$ cat config.mk
export PLATFORM = sky130hd
export DESIGN_NAME = starship_ps2_hex_rx
export DESIGN_NICKNAME = d
export VERILOG_FILES = /design/src/rtl/starship_pkg.sv /design/src/rtl/starship_ps2_filter.sv /design/src/rtl/starship_ps2_hex_rx.sv
export SDC_FILE = /design/constraint.sdc
export NUM_CORES = 1
export LEC_CHECK = 0
export ABC_AREA = 1
export CORE_ASPECT_RATIO = 2
export CORE_MARGIN = 1.5
export CORE_UTILIZATION = 45
export DETAILED_ROUTE_END_ITERATION = 16
export DONT_BUFFER_PORTS = 1
export HOLD_SLACK_MARGIN = 0.03
export MAX_ROUTING_LAYER = met4
export PLACE_DENSITY_LB_ADDON = 0.08
export SETUP_SLACK_MARGIN = 0.2
export SYNTH_ARGS = -nofsm -noshare
export SYNTH_HDL_FRONTEND = slang
export SYNTH_SLANG_ARGS = --single-unit
export TNS_END_PERCENT = 1
$ cat constraint.sdc
create_clock -name board_clk -period 4.7 [get_ports board_clk]
set_clock_uncertainty 0.1 [all_clocks]
set_input_delay 0.47 -clock board_clk [delete_from_list [all_inputs] [get_ports board_clk]]
set_output_delay 0.47 -clock board_clk [all_outputs]
set_load 0.05 [all_outputs]
$ cat src/rtl/starship_pkg.sv
// -----------------------------------------------------------------------------
// starship_pkg
// Shared constants for the Starship console blocks:
//   - PS/2 set-2 scan codes (break/extended prefixes, Enter, hex keys 0-9/A-F)
//   - PS/2 receiver FSM state encoding
//   - hex_lookup(): maps a set-2 make code to {hit, digit}
// The SSD hex table and the repair modules import this package as well.
// -----------------------------------------------------------------------------
package starship_pkg;

  // Prefix and control codes
  localparam logic [7:0] SC_BRK   = 8'hF0;
  localparam logic [7:0] SC_EXT   = 8'hE0;
  localparam logic [7:0] SC_ENTER = 8'h5A;

  // Hex key make codes
  localparam logic [7:0] SC_KEY_0 = 8'h45;
  localparam logic [7:0] SC_KEY_1 = 8'h16;
  localparam logic [7:0] SC_KEY_2 = 8'h1E;
  localparam logic [7:0] SC_KEY_3 = 8'h26;
  localparam logic [7:0] SC_KEY_4 = 8'h25;
  localparam logic [7:0] SC_KEY_5 = 8'h2E;
  localparam logic [7:0] SC_KEY_6 = 8'h36;
  localparam logic [7:0] SC_KEY_7 = 8'h3D;
  localparam logic [7:0] SC_KEY_8 = 8'h3E;
  localparam logic [7:0] SC_KEY_9 = 8'h46;
  localparam logic [7:0] SC_KEY_A = 8'h1C;
  localparam logic [7:0] SC_KEY_B = 8'h32;
  localparam logic [7:0] SC_KEY_C = 8'h21;
  localparam logic [7:0] SC_KEY_D = 8'h23;
  localparam logic [7:0] SC_KEY_E = 8'h24;
  localparam logic [7:0] SC_KEY_F = 8'h2B;

  // PS/2 receiver frame states
  typedef enum logic [1:0] {
    ST_IDLE   = 2'd0,
    ST_DATA   = 2'd1,
    ST_PARITY = 2'd2,
    ST_STOP   = 2'd3
  } ps2_state_t;

  // Returns {hit, digit}; hit=0 when the byte is not a hex key.
  function automatic logic [4:0] hex_lookup(input logic [7:0] sc);
    logic [4:0] r;
    r = 5'h00;
    case (sc)
      SC_KEY_0: r = {1'b1, 4'h0};
      SC_KEY_1: r = {1'b1, 4'h1};
      SC_KEY_2: r = {1'b1, 4'h2};
      SC_KEY_3: r = {1'b1, 4'h3};
      SC_KEY_4: r = {1'b1, 4'h4};
      SC_KEY_5: r = {1'b1, 4'h5};
      SC_KEY_6: r = {1'b1, 4'h6};
      SC_KEY_7: r = {1'b1, 4'h7};
      SC_KEY_8: r = {1'b1, 4'h8};
      SC_KEY_9: r = {1'b1, 4'h9};
      SC_KEY_A: r = {1'b1, 4'hA};
      SC_KEY_B: r = {1'b1, 4'hB};
      SC_KEY_C: r = {1'b1, 4'hC};
      SC_KEY_D: r = {1'b1, 4'hD};
      SC_KEY_E: r = {1'b1, 4'hE};
      SC_KEY_F: r = {1'b1, 4'hF};
      default:  r = 5'h00;
    endcase
    return r;
  endfunction

endpackage

$ cat src/rtl/starship_ps2_filter.sv
// -----------------------------------------------------------------------------
// starship_ps2_filter
// Conditions the raw PS/2 clock: 2-FF synchroniser, FILTER_LEN stability
// filter, and a 1-cycle strobe on each accepted 1->0 transition.
// Ports:
//   board_clk  in  system clock
//   Reset      in  asynchronous, active-high reset
//   i_raw      in  raw asynchronous line (idle high)
//   o_fall     out 1-cycle strobe on a filtered falling edge
// -----------------------------------------------------------------------------
module starship_ps2_filter #(
  parameter int FILTER_LEN = 8
) (
  input  logic board_clk,
  input  logic Reset,
  input  logic i_raw,
  output logic o_fall
);

  localparam int CW = (FILTER_LEN > 1) ? $clog2(FILTER_LEN) : 1;
  localparam logic [CW-1:0] CNT_LAST = CW'(FILTER_LEN - 1);

  logic          r_meta;
  logic          r_sync;
  logic          r_level;
  logic [CW-1:0] r_cnt;
  logic          r_fall;

  // Sync and filtered level reset to the idle-high line level so that
  // leaving reset never produces a spurious falling edge.
  always_ff @(posedge board_clk or posedge Reset) begin
    if (Reset) begin
      r_meta  <= 1'b1;
      r_sync  <= 1'b1;
      r_level <= 1'b1;
      r_cnt   <= '0;
      r_fall  <= 1'b0;
    end else begin
      r_meta <= i_raw;
      r_sync <= r_meta;
      r_fall <= 1'b0;
      if (r_sync == r_level) begin
        r_cnt <= '0;
      end else if (r_cnt == CNT_LAST) begin
        // FILTER_LEN consecutive samples disagree with the held level
        r_level <= r_sync;
        r_cnt   <= '0;
        r_fall  <= r_level;
      end else begin
        r_cnt <= r_cnt + CW'(1);
      end
    end
  end

  assign o_fall = r_fall;

endmodule

$ cat src/rtl/starship_ps2_hex_rx.sv
// -----------------------------------------------------------------------------
// starship_ps2_hex_rx
// PS/2 keyboard receiver replacing the Sw3..Sw0 switch entry. Deserialises
// device-to-host frames, decodes set-2 make codes for keys 0-9/A-F into a held
// hex digit, and turns a bare Enter make code into a submit pulse.
// Ports:
//   board_clk   in   1  system clock (100 MHz)
//   Reset       in   1  asynchronous, active-high reset
//   PS2Clk      in   1  raw keyboard clock
//   PS2Data     in   1  raw keyboard data
//   scan_code   out  8  last good frame byte
//   code_valid  out  1  pulse per good frame
//   hex_combo   out  4  last hex digit pressed
//   hex_valid   out  1  pulse when hex_combo updates
//   enter_pulse out  1  pulse on non-extended Enter make
//   frame_err   out  1  pulse on parity/stop error or timeout
//   busy        out  1  frame in progress
//   dbg_state   out  2  receiver FSM state
// -----------------------------------------------------------------------------
module starship_ps2_hex_rx
  import starship_pkg::*;
#(
  parameter int FILTER_LEN  = 8,
  parameter int TIMEOUT_CYC = 200000
) (
  input  logic       board_clk,
  input  logic       Reset,
  input  logic       PS2Clk,
  input  logic       PS2Data,
  output logic [7:0] scan_code,
  output logic       code_valid,
  output logic [3:0] hex_combo,
  output logic       hex_valid,
  output logic       enter_pulse,
  output logic       frame_err,
  output logic       busy,
  output logic [1:0] dbg_state
);

  localparam int WD_W = $clog2(TIMEOUT_CYC + 1);
  localparam logic [WD_W-1:0] WD_LAST = WD_W'(TIMEOUT_CYC - 1);

  logic            w_fall;
  logic            r_data_meta;
  logic            r_data_sync;

  ps2_state_t      r_state;
  ps2_state_t      w_state_next;
  logic [2:0]      r_bit_cnt;
  logic [7:0]      r_shift;
  logic            r_par;
  logic [WD_W-1:0] r_wdog;
  logic            r_brk_f;
  logic            r_ext_f;

  logic            w_frame_ok;
  logic            w_frame_bad;
  logic            w_timeout;
  logic            w_parity_ok;
  logic [4:0]      w_hex;

  logic [7:0]      r_scan_code;
  logic            r_code_valid;
  logic [3:0]      r_hex_combo;
  logic            r_hex_valid;
  logic            r_enter_pulse;
  logic            r_frame_err;
  logic            r_busy;

  starship_ps2_filter #(.FILTER_LEN(FILTER_LEN)) u_clk_filter (
    .board_clk (board_clk),
    .Reset     (Reset),
    .i_raw     (PS2Clk),
    .o_fall    (w_fall)
  );

  // Data only needs synchronising: it is sampled on the filtered clock edge,
  // which lags the raw edge by the filter delay, so data is long settled.
  always_ff @(posedge board_clk or posedge Reset) begin
    if (Reset) begin
      r_data_meta <= 1'b1;
      r_data_sync <= 1'b1;
    end else begin
      r_data_meta <= PS2Data;
      r_data_sync <= r_data_meta;
    end
  end

  // Odd parity: data bits plus parity bit must XOR to 1
  assign w_parity_ok = ^{r_shift, r_par};
  assign w_hex       = hex_lookup(r_shift);
  assign w_timeout   = (r_state != ST_IDLE) && !w_fall && (r_wdog == WD_LAST);

  always_comb begin
    w_state_next = r_state;
    w_frame_ok   = 1'b0;
    w_frame_bad  = 1'b0;
    unique case (r_state)
      ST_IDLE: begin
        if (w_fall && !r_data_sync) w_state_next = ST_DATA;
      end
      ST_DATA: begin
        if (w_fall && (r_bit_cnt == 3'd7)) w_state_next = ST_PARITY;
      end
      ST_PARITY: begin
        if (w_fall) w_state_next = ST_STOP;
      end
      ST_STOP: begin
        if (w_fall) begin
          w_state_next = ST_IDLE;
          if (r_data_sync && w_parity_ok) w_frame_ok  = 1'b1;
          else                            w_frame_bad = 1'b1;
        end
      end
      default: w_state_next = ST_IDLE;
    endcase
    if (w_timeout) begin
      w_state_next = ST_IDLE;
      w_frame_bad  = 1'b1;
    end
  end

  always_ff @(posedge board_clk or posedge Reset) begin
    if (Reset) begin
      r_state       <= ST_IDLE;
      r_bit_cnt     <= 3'd0;
      r_shift       <= 8'h00;
      r_par         <= 1'b0;
      r_wdog        <= '0;
      r_brk_f       <= 1'b0;
      r_ext_f       <= 1'b0;
      r_scan_code   <= 8'h00;
      r_code_valid  <= 1'b0;
      r_hex_combo   <= 4'h0;
      r_hex_valid   <= 1'b0;
      r_enter_pulse <= 1'b0;
      r_frame_err   <= 1'b0;
      r_busy        <= 1'b0;
    end else begin
      r_state       <= w_state_next;
      r_busy        <= (w_state_next != ST_IDLE);
      r_code_valid  <= 1'b0;
      r_hex_valid   <= 1'b0;
      r_enter_pulse <= 1'b0;
      r_frame_err   <= 1'b0;

      // Watchdog measures the gap since the last falling edge of this frame
      if ((r_state == ST_IDLE) || w_fall) r_wdog <= '0;
      else                                r_wdog <= r_wdog + WD_W'(1);

      if (w_fall) begin
        if (r_state == ST_IDLE)   r_bit_cnt <= 3'd0;
        if (r_state == ST_DATA) begin
          r_shift   <= {r_data_sync, r_shift[7:1]};
          r_bit_cnt <= r_bit_cnt + 3'd1;
        end
        if (r_state == ST_PARITY) r_par <= r_data_sync;
      end

      if (w_frame_bad) begin
        r_frame_err <= 1'b1;
        r_brk_f     <= 1'b0;
        r_ext_f     <= 1'b0;
      end

      if (w_frame_ok) begin
        r_scan_code  <= r_shift;
        r_code_valid <= 1'b1;
        if (r_shift == SC_BRK) begin
          r_brk_f <= 1'b1;
        end else if (r_shift == SC_EXT) begin
          r_ext_f <= 1'b1;
        end else if (r_brk_f) begin
          // Release of any key (extended or not): no decode
          r_brk_f <= 1'b0;
          r_ext_f <= 1'b0;
        end else if (r_ext_f) begin
          // Extended make (e.g. keypad Enter): not a console key
          r_ext_f <= 1'b0;
        end else if (w_hex[4]) begin
          r_hex_combo <= w_hex[3:0];
          r_hex_valid <= 1'b1;
        end else if (r_shift == SC_ENTER) begin
          r_enter_pulse <= 1'b1;
        end
      end
    end
  end

  assign scan_code   = r_scan_code;
  assign code_valid  = r_code_valid;
  assign hex_combo   = r_hex_combo;
  assign hex_valid   = r_hex_valid;
  assign enter_pulse = r_enter_pulse;
  assign frame_err   = r_frame_err;
  assign busy        = r_busy;
  assign dbg_state   = r_state;

endmodule

Word-level counts from Yosys, hierarchy flattened
Cells that the tools add are included.

word-level totals
  logic and storage cells = 120
  bits in registers = 60
  input bits = 4
  output and inout bits = 19

cells by class
  multiplexer cells = 47
  reductions and logical operators = 18
  add/sub/neg operators = 3
  equality and inequality tests = 26
  bitwise operators = 5

operator list
  cell                     count
  $eq A8 B6 Y1 const B     11
  $pmux W5 S16             1
  $mux W1                  35
  $eq A8 B5 Y1 const B     3
  $eq A8 B7 Y1 const B     3
  $add A18 B1 Y18 const B  1
  $eq A18 B18 Y1 const B   1
  $mux W18                 1
  $eq A8 B8 Y1 const B     2
  $mux W3                  4
  $mux W2                  5
  $reduce_xor A9 Y1        1
  $pmux W2 S4              1
  $reduce_and A2 Y1        4
  $add A3 B1 Y3 const B    2
  $eq A3 B3 Y1 const B     2
  $reduce_and A6 Y1        1
  $reduce_bool A2 Y1       3
  $logic_and A1 B1 Y1      5
  $not A1 Y1               5
  $eq A2 B2 Y1 const B     2
  $eq A2 B1 Y1 const B     1
  $logic_not A1 Y1         2
  $logic_not A2 Y1         1
  2 further kinds          2

Depth between registers and ports, before layout
  depth after elaboration = 12
  mapped depth = 13
  depth with buffers taken out = 13

Modules after synthesis
From an unflattened synthesis, not the netlist that was laid out.

second synthesis, totals
  cell total of the unflattened synthesis = 404
  area total of the unflattened synthesis = 3126.7 µm²

modules (own cells, without submodules)
  module               sequential area each (µm²)  area each (µm²)  times used  cells each
  starship_ps2_hex_rx  1328.8                      2859.0           1           379
  starship_ps2_filter  178.9                       267.8            1           25

Worst setup path after synthesis
Ideal clock, no wire load.

  kind = register to register
  start point = reg r_state[1] (netlist: dbg_state[1])
  end point = reg r_busy (netlist: busy)
  cell stages (with the launch flop) = 6
  data required time = 4458 ps
  data arrival time = 1596 ps
  path slack = 2862 ps
  clock period less this slack = 1838 ps
  library setup time = 142 ps
  buffers on the path = 0
  path through = dfrtp_1 inv_1 a21oi_2 nand3_1 nor4_1 a21oi_1

on the way
  cells in the longest elaborated chain, start to end = 5
  elaborated cells between the ends (all ways) = 14
  classes of those cells = 3 x eq/ne; 6 x mux; 5 x reduce/logical

RTL lines
  item                                                 RTL line                    text
  from (decl)                                          starship_ps2_hex_rx.sv:47   ps2_state_t r_state;
  from (signal assigned)                               starship_ps2_hex_rx.sv:140  r_state <= w_state_next;
  branches (longest 3 deep; another with $pmux W2 S4)  n/a
  $mux W2 (*)                                          starship_ps2_hex_rx.sv:117  if (w_timeout) begin
  $reduce_bool A2 Y1 (*)                               starship_ps2_hex_rx.sv:141  r_busy <= (w_state_next != ST_IDLE);
  to (signal assigned)                                 starship_ps2_hex_rx.sv:141
  to (decl)                                            starship_ps2_hex_rx.sv:68   logic r_busy;

Mark *: on every way between the ends.
A chain may end at the register's enable or synchronous reset.

Final worst setup path
Same ends and word-level chain as after synthesis.

==> flow_metrics.env <==
export IMPL_status="finished, final reports clean"
export IMPL_synth_common_cells="nand2_1 (96), dfrtp_1 (55), inv_1 (42), nor2_1 (42), o21ai_0 (23)"
export IMPL_p_int_mw=1.031
export IMPL_p_sw_mw=0.2582
export IMPL_pwr_share_clk=0.545
export IMPL_cts_tree="yes"
export IMPL_clkLatencyLatePin_ns=0.33
export IMPL_cts_sinks=60
export IMPL_dieArea_sq_um=7340
export IMPL_switching_share=0.2003
export IMPL_synth_cell_types=38
export IMPL_ys_top_cells_by_area="dfrtp_1 (45%), nand2_1 (12%), inv_1 (5.1%)"
export IMPL_antenna_found_initial=0
export IMPL_start_kind="flop"
export IMPL_cts_max_level=3
export IMPL_root_buffer="clkbuf_16"
export IMPL_clockBufferDepth=2
export IMPL_grt_start_max_net_pins=61
export IMPL_seqPwrFrac=0.424
export IMPL_syn_to_final_growth_pct=13.97
export IMPL_drv_cap=0
export IMPL_power_total_mw=1.289
export IMPL_grt_total_usage=0.2188
export IMPL_antenna_cells=0
export IMPL_fillers=663
export IMPL_routed_wl_mm=6.889
export IMPL_ys_warnings_count=0
export IMPL_syn_area_per_cell_sq_um=8.146
export IMPL_drc=0
export IMPL_grt_pass1_wl_mm=11.30
export IMPL_hp_class="input pin to async pin"
export IMPL_worstPathArrival_ns=2.32
export IMPL_tightest_slew_ns=0.7560
export IMPL_ys_async_sr_fraction=1.000
export IMPL_hold_viol=0
export IMPL_cp_end_kind="flop"
export IMPL_report_final_slew_viol_count=0
export IMPL_syn_inst=376
export IMPL_required_ns=4.78
export IMPL_vias_per_cell=5.219
export IMPL_detail_route_wl_per_cell_microns=14.38
export IMPL_grt_ovfl_total=0
export IMPL_synth_most_common_cell="nand2_1"
export IMPL_setup_violations=0
export IMPL_crit_path_max_fanout=9
export IMPL_ys_seq_area_frac=0.4922
export IMPL_num_vias=2500
export IMPL_fp_row_count=42
export IMPL_powerDensity_nw_per_um2=369.3
export IMPL_r2r_setup_slack_ns=2.46
export IMPL_worst_r2r_cell_count=5
export IMPL_die_h_microns=119.7
export IMPL_power_leakage_nw=1.651
export IMPL_relSlewSlack=0.4960
export IMPL_dr_first_iter_drc_count=88
export IMPL_cts_inserted_buffers=9
export IMPL_io_buffers=0
export IMPL_post_cts_buffers=0
export IMPL_setup_worst_path_class="flop to flop"
export IMPL_ys_seq_elements=60
export IMPL_first_global_vias=2510
export IMPL_min_period_ns=2.241
export IMPL_peakVddDrop_uv=316.1
export IMPL_dp_cells=461
export IMPL_fin_area_sq_um=3491
export IMPL_postRouteAntennaNets=0
export IMPL_fin_cells=479
export IMPL_fmax_mhz=446.3
export IMPL_layout_drive_gt1_share=0.1432
export IMPL_synth_main_ff_cell="dfrtp_1"
export IMPL_coreArea_sq_um=6621
export IMPL_finalSetupTns_ns=0
export IMPL_dr_pass1_iters=4
export IMPL_synth_top_area_frac=0.4493
export IMPL_dpl_hpwl_mm=5.177
export IMPL_combPwrFrac=0.031
export IMPL_final_core_util=0.5272
export IMPL_gp_congestion=0.9052
export IMPL_initial_utilization=0.4626
export IMPL_synthesis_area_sq_um=3063
export IMPL_syn_nets=385
export IMPL_synth_top_area_cell="dfrtp_1"
export IMPL_design_portCount=23
export IMPL_rr_endpoint="busy"
export IMPL_finalCritPeriodShare=0.4767
export IMPL_placedInstanceArea_sq_um=3151
export IMPL_worstReg2RegStart="dbg_state[1]"
export IMPL_cts_reportedPaths_clkPinSlew_ns=0.05
export IMPL_die_x_microns=61.34
export IMPL_finalNetCount=395
export IMPL_synth_edf_count=0
export IMPL_rsz0062_at_grt="no"
timing repair:
item,in CTS,in global routing
hold buffers,2,0
hold endpoints to repair,2,0
resized for setup,0,0
cell usage in the layout (no fill, tap or decap), types with 5 or more instances in the layout:
| cell | n |
|---|---|
| nor2_1 | 42 |
| dfrtp_1 | 55 |
| dfstp_2 | 5 |
| nand2_1 | 96 |
| inv_2 | 9 |
| inv_1 | 41 |
| o21ai_0 | 23 |
| nor3_1 | 16 |
| ha_1 | 5 |
| nor2_2 | 5 |
| o21ai_2 | 6 |
| nand3_1 | 21 |
| clkbuf_16 | 9 |
| a21oi_1 | 8 |
per-layer routing:
layer	up-vias	global-route usage	part of all wire
li1	1241	-	-
met1	1209	0.1965	0.35
met2	38	0.3930	0.59
met3	12	0.05065	0.025
met4	0	0.1197	0.032
met5	-	-	0
sequential cells by signal, summed over array words and instances, names as in the netlist, 2 cells and up:
signal and count:
r_bit_cnt 3, dbg_state 2, r_wdog 18, hex_combo 4
u_clk_filter.r_cnt 3, r_shift 8, scan_code 8
power by group through the flow:
stage / registers [mW] / logic (mW) / clock network (mW)
2_1_floorplan: 0.554 / 0.0329 / 0
3_3_place_gp: 0.555 / 0.0404 / 0
3_5_place_dp: 0.556 / 0.0407 / 0
4_1_cts: 0.547 / 0.0422 / 0.720
5_1_grt: 0.548 / 0.0515 / 0.740
6_report: 0.547 / 0.0401 / 0.702
per-stage QoR:
stage               setup WS [ns]  hold WS (ns)
detailed placement          2.459        0.2469
finish                      2.459        0.1312
floorplan                   2.654        0.2452
global placement            2.480        0.2463
CTS                         2.444        0.1644
global route                2.285        0.2107
area by class of cell:
type                       count  area [sq um]  share of cell area
clock buffer                  12         246.5             0.07061
clock inverter                 4         73.82             0.02115
inverter                      50         187.7             0.05376
tap                           88         110.1             0.03154
multi-input combinational    262          1338              0.3832
timing repair buffer           3         27.53            0.007885
sequential                    60          1508              0.4319
worst max-delay path: stages, from the launching register on:
cell	delay [ns]
dfrtp_1	0.74
inv_1	0.20
a21oi_2	0.44
nand3_1	0.14
nor4_1	0.39
a21oi_1	0.10
worst max-delay path by stage:
stage                 start           end  depth (start not counted)  slack (ns)
4_1_cts        dbg_state[1]  hex_combo[0]                          6        2.44
2_1_floorplan         Reset          busy                          1        2.65
6_report       dbg_state[1]          busy                          5        2.46
3_3_place_gp   dbg_state[1]          busy                          5        2.48
5_1_grt        dbg_state[1]  hex_combo[0]                          6        2.28
3_5_place_dp   dbg_state[1]  hex_combo[0]                          6        2.46
kinds of logic (layout without fill, tap and decap cells):
family,after synthesis,count (layout),share of synthesized area
AOI/OAI and AO/OA,51,51,0.1013
xor gates and xnor gates,4,4,0.01144
adders and majority gates,5,5,0.02042
buffers and inverters,54,69,0.07108
DFF,60,60,0.4922
muxes,1,1,0.003676
and+or+nand+nor,201,201,0.2998
(Power assumes the default switching activity.)
